==> config.mk <==
export PLATFORM = sky130hd
export DESIGN_NAME = rr_slot_arbiter
export DESIGN_NICKNAME = d
export VERILOG_FILES = /design/src/rtl/arb_pkg.sv /design/src/rtl/rr_pick.sv /design/src/rtl/rr_slot_arbiter.sv
export SDC_FILE = /design/constraint.sdc
export NUM_CORES = 1
export LEC_CHECK = 0
export ABC_CLOCK_PERIOD_IN_PS = 2800
export BUFFER_PORTS_ARGS = -buffer_cell sky130_fd_sc_hd__buf_4
export CORE_MARGIN = 3
export CORE_UTILIZATION = 45
export CTS_CLUSTER_SIZE = 16
export DETAILED_ROUTE_END_ITERATION = 10
export PLACE_DENSITY = 0.73
export SLEW_MARGIN = 20
export SYNTH_ARGS = -nofsm -noshare
export SYNTH_HDL_FRONTEND = slang
export SYNTH_SLANG_ARGS = --single-unit
==> constraint.sdc <==
create_clock -name clk -period 2.8 [get_ports clk]
set_input_delay 0.14 -clock clk [delete_from_list [all_inputs] [get_ports clk]]
set_output_delay 0.14 -clock clk [all_outputs]
set_load 0.01 [all_outputs]
==> src/rtl/arb_pkg.sv <==
// Shared types and helpers for the round-robin slot arbiters.
package arb_pkg;

    // Controller sequencing: idle, a resource owner, one dead cycle between owners.
    typedef enum logic [1:0] {
        IDLE    = 2'd0,
        OWN     = 2'd1,
        RELEASE = 2'd2
    } arb_state_type;

    // Index width for a requester count; never narrower than one bit.
    function automatic int idx_w(input int n);
        return (n > 1) ? $clog2(n) : 1;
    endfunction

    localparam int N_REQ_DEFAULT  = 3;
    localparam int IDX_W_DEFAULT  = idx_w(N_REQ_DEFAULT);
    localparam int SLOT_W_DEFAULT = 4;

endpackage

==> src/rtl/rr_pick.sv <==
// Rotating-priority picker: first set request scanning ptr, ptr+1, ... mod N_REQ.
// Purely combinational so it can be dropped into other arbiters.
module rr_pick #(
    parameter int N_REQ = 3,
    parameter int IDX_W = $clog2(N_REQ)
) (
    input  logic [N_REQ-1:0] req,
    input  logic [IDX_W-1:0] ptr,
    output logic             valid,
    output logic [IDX_W-1:0] idx
);

    // Scan from the farthest offset down so the nearest set bit to ptr wins last.
    always_comb begin
        int c;
        c     = 0;
        valid = 1'b0;
        idx   = '0;
        for (int i = N_REQ - 1; i >= 0; i--) begin
            c = (int'(ptr) + i) % N_REQ;
            if (req[c]) begin
                valid = 1'b1;
                idx   = IDX_W'(c);
            end
        end
    end

endmodule

==> src/rtl/rr_slot_arbiter.sv <==
// Time-slot round-robin arbiter: one owner at a time for up to slot_len cycles,
// priority rotates past each winner, one dead cycle separates owners.
//
// Handshake: req[i] is a level request held until grant[i] rises; grant is the
// acknowledge and stays high for the slot. The owner ends its slot early by
// pulsing done[i] or by dropping req[i]; grant falls on the following edge.
module rr_slot_arbiter
    import arb_pkg::*;
#(
    parameter int N_REQ  = 3,
    parameter int SLOT_W = 4
) (
    input  logic                     clk,
    input  logic                     reset,
    input  logic [N_REQ-1:0]         req,
    input  logic [N_REQ-1:0]         done,
    input  logic [SLOT_W-1:0]        slot_len,
    output logic [N_REQ-1:0]         grant,
    output logic [$clog2(N_REQ)-1:0] owner,
    output logic                     busy,
    output arb_state_type            state_dbg
);

    localparam int IDX_W = $clog2(N_REQ);

    arb_state_type     state;
    arb_state_type     state_next;
    logic [IDX_W-1:0]  ptr;
    logic [SLOT_W-1:0] cnt;

    logic              pick_valid;
    logic [IDX_W-1:0]  pick_idx;
    logic [IDX_W-1:0]  ptr_after_win;
    logic [SLOT_W-1:0] cnt_load;
    logic [N_REQ-1:0]  win_onehot;
    logic              leave_own;

    rr_pick #(
        .N_REQ (N_REQ),
        .IDX_W (IDX_W)
    ) u_pick (
        .req   (req),
        .ptr   (ptr),
        .valid (pick_valid),
        .idx   (pick_idx)
    );

    assign state_dbg = state;

    // Arbitration side values: rotated pointer, slot load (0 behaves as 1), one-hot winner.
    always_comb begin
        ptr_after_win = (pick_idx == IDX_W'(N_REQ - 1)) ? '0 : pick_idx + IDX_W'(1);
        cnt_load      = (slot_len == '0) ? '0 : slot_len - SLOT_W'(1);
        win_onehot    = N_REQ'(1) << pick_idx;
        leave_own     = done[owner] | ~req[owner] | (cnt == '0);
    end

    // Next-state decision; RELEASE arbitrates exactly like IDLE.
    always_comb begin
        state_next = state;
        case (state)
            IDLE:    state_next = pick_valid ? OWN : IDLE;
            OWN:     state_next = leave_own ? RELEASE : OWN;
            RELEASE: state_next = pick_valid ? OWN : IDLE;
            default: state_next = IDLE;
        endcase
    end

    // State, registered outputs, priority pointer and slot counter.
    always_ff @(posedge clk or posedge reset) begin
        if (reset) begin
            state <= IDLE;
            grant <= '0;
            owner <= '0;
            busy  <= 1'b0;
            ptr   <= '0;
            cnt   <= '0;
        end else begin
            state <= state_next;
            case (state)
                IDLE, RELEASE: begin
                    if (pick_valid) begin
                        owner <= pick_idx;
                        grant <= win_onehot;
                        busy  <= 1'b1;
                        ptr   <= ptr_after_win;
                        cnt   <= cnt_load;
                    end else begin
                        grant <= '0;
                        busy  <= 1'b0;
                    end
                end
                OWN: begin
                    if (leave_own) begin
                        grant <= '0;
                        busy  <= 1'b0;
                    end else begin
                        cnt <= cnt - SLOT_W'(1);
                    end
                end
                default: begin
                    grant <= '0;
                    busy  <= 1'b0;
                end
            endcase
        end
    end

endmodule

==> metrics.md <==
| Metric | Value |
|---|---|
| IO Pins | `20` |
| Core Box Area | `1839 um2` |
| Final-layout fill cell count | `167` |
| Clock tree root driver cell | `clkbuf_4` |
| Simple-gate share of the synthesized area | `18.68%` |
| Inserted Clock Buffers | `3` |
| Sink Count | `14` |
| Routed WL per cell | `13.90 um` |
| Critical path class | `flop to flop` |
| Compound-Gate Fraction of Synth Area | `26.88%` |
| Skew final | `0.9537 ps` |
| Vias in the first global route | `787` |
| Antenna Cells | `0` |
| Commonest cells after routing, fill and taps aside | `buf_4 (19), dfrtp_1 (14), nor2_1 (9), inv_1 (9), o21ai_0 (6)` |
| Die Wd | `51.48 um` |
| FF-to-FF path depth | `7` |
| Worst skew pair latency | `270 ps` |
| Max cap viols | `0` |
| Critical path arrival | `2380 ps` |
| Rel. slew slack | `66.45%` |
| Pwr dens | `1143 nW/um2` |
| GP Congestion | `0.8516` |
| Critical path cell sequence | `inv_1 -> ha_1 -> mux2i_1 -> o2bb2ai_1 -> o41a_4 -> nor2_4 -> mux2_4` |
| Mapped Nets | `115` |
| Placed cell areas | `1094 um2` |
| Worst r2r dst | `cnt[1]` |
| Overall via count from detail_route | `830` |
| EDFF count, synth | `0` |
| FMAX | `451.8 MHz` |
| Top FF cell, synth | `dfrtp_1` |
| Most common cell after layout, fill and taps aside | `buf_4` |
| DRT Pass-1 Iters | `6` |
| Tightest Pin Transition | `502.7 ps` |
| Final Hold Viols | `0` |
| Initial antenna violation count | `0` |
| Worst EP required | `2970 ps` |
| Setup Fix Bufs, Post-CTS | `0` |
| Synth Area per Inst | `9.499 um2` |
| Async S/R FF share, synth | `100.0%` |
| CTS Buffer Depth | `2` |
| Status | `finished clean` |
| Largest family of logic cells by synthesized area | `compound AO/OA/AOI/OAI gates` |
| Multiplexer share of the synthesized area | `4.839%` |
| Setup violators final | `0` |
| Worst-path clk slew | `80 ps` |
| Layout net count | `139` |
| Max VDD drop | `0.7025 mV` |
| Distinct cells, synth | `40` |
| Die Y | `51.48 um` |
| GR Overflow Total | `0` |
| Reg2reg setup slack | `590 ps` |
| Placed Instances | `141` |
| First-pass GRT wire length | `3.581 mm` |
| Hold-fix buffers at CTS | `1` |
| RSZ-0062 raised after global routing | `no` |
| Die area | `2650 um2` |
| DRT met1 WL | `1.045 mm` |
| Flops & latches, synth | `14` |
| Setup crit start kind | `flop` |
| HP Class | `input port to flop` |
| Met3 WL post-DR | `122 um` |
| Setup TNS Final | `0 ps` |
| Synth warnings | `0` |
| Multi-input logic area | `531.8 um2` |
| # rows | `15` |
| IO buf count | `19` |
| Seq/Total Area, Yosys | `37.63%` |
| Tcrit/Tclk final | `79.04%` |
| CP peak stage delay | `560 ps` |
| Final Instance Area | `1140 um2` |
| CTS tree | `built` |
| CP max-delay cell | `o41a_4` |
| Post-route ant nets | `0` |
| Top sig layer | `met4` |
| Layout cells sized above 1 | `23.97%` |
| Layout Cells excl Fill | `146` |
| Critical R2R Launch | `ptr[1]` |
| Adder-Cell Fraction of Synth Area | `6.720%` |
| Initial drt markers | `19` |
| CTS resizes | `0` |
| Synth-to-Final Area Change | `22.45%` |
| Post-detail-place hpwl | `1.610 mm` |
| Synth Cell Area | `930.9 um2` |
| Hold Crit Depth | `4` |
| DRT Wirelength | `2.030 mm` |
| Largest net degree at the start of global routing | `15` |
| Tot GR Track Use | `18.29%` |
| Worst setup EP type | `flop` |
| Reg area | `350.3 um2` |
| XOR/XNOR Fraction of Synth Area | `0%` |
| Hold Path Origin | `req[1]` |
| H-Tree Level Count | `1` |
| Synth Instances | `98` |
| Fin. max-slew vios | `0` |
| Critical-path maximum fanout | `7` |
| Routed vias/inst | `5.685` |
| Leak | `0.5697 nW` |
| Hold Crit Endpoint | `ptr[0]` |
| Starting Density | `50.61%` |
| Crit path time final | `2213 ps` |
| Remaining DRCs | `0` |
| Met2 WL | `833 um` |
## worst max-delay path by stage
stage	from	endpoint	slack, ps	cells after the start
detailed placement	ptr[1]	cnt[1]	610	7
global placement	ptr[1]	cnt[1]	660	7
global route	ptr[1]	cnt[1]	450	7
floorplan	ptr[1]	cnt[1]	760	7
CTS	ptr[1]	cnt[1]	590	7
finish	ptr[1]	cnt[1]	590	7
## flip-flops by register name (all words and copies together), names as in the netlist
register,count
busy,1
cnt,4
grant,3
owner,2
ptr,2
state_dbg,2
## stage by stage
step | worst slack, ps | utilization, % | power (mW) | hold slack, ps
after floorplan | 758.8 | - | 0.9484 | 29.22
after detailed placement | 613.1 | 59.46 | 1.158 | 198.4
after global routing | 446.0 | 61.97 | 1.428 | 292.1
after CTS | 591.3 | 61.97 | 1.306 | 277.7
after global placement | 664.2 | 59.46 | 1.146 | 193.3
final | 586.8 | 61.97 | 1.303 | 294.6
## worst max-delay path, delay by kind of cell (launching register included)
family	cells	cell delay, ps
flip-flops	1	420
multiplexers	2	540
adder cells (fa/ha/maj)	1	200
AND/OR/NAND/NOR	1	150
buffers and inverters	1	90
AO/OA/AOI/OAI	2	690
## cells in the mapped netlist, types with 2 or more instances
| cell type | count | share of area (%) |
|---|---|---|
| mux2i_1 | 3 | 3.2 |
| or2b_1 | 3 | 2.4 |
| o21ai_0 | 6 | 3.2 |
| ha_1 | 5 | 6.7 |
| nand2_1 | 5 | 2.0 |
| a31oi_1 | 2 | 1.3 |
| nor3_1 | 4 | 2.2 |
| nand2b_1 | 2 | 1.3 |
| inv_1 | 9 | 3.6 |
| a2bb2oi_1 | 2 | 1.9 |
| a41oi_1 | 2 | 1.9 |
| a21o_1 | 4 | 3.2 |
| a21oi_1 | 3 | 1.6 |
| dfrtp_1 | 14 | 38 |
| nor2_1 | 9 | 3.6 |
## layer usage
| metal | track usage (%) | vias up |
|---|---|---|
| li1 | - | 406 |
| met1 | 26.89 | 388 |
| met2 | 26.06 | 31 |
| met3 | 3.207 | 5 |
| met4 | 7.860 | 0 |
| met5 | 0 | - |
## area by class of cell
class / count / share of cell area (%)
tap: 25 / 2.744
timing repair buffer: 20 / 13.39
clock buffer: 4 / 3.183
sequential: 14 / 30.74
inverter: 10 / 3.293
multi-input combinational: 73 / 46.65
## kinds of logic (layout without fill, tap and decap cells)
group,count (synthesis),in the layout
flops,14,14
simple gates,32,32
buf+inv,11,34
mux,4,4
fa+ha+maj,5,5
compound gates,32,32
## report_power, final
group / total, mW / internal (mW) / switching (mW) / leakage [nW]
Combinational: 0.781 / 0.366 / 0.415 / 0.376
Sequential: 0.380 / 0.300 / 0.0797 / 0.173
Clock: 0.142 / 0.0791 / 0.0625 / 0.0210
No activity file was read; power rests on OpenSTA's default activity.
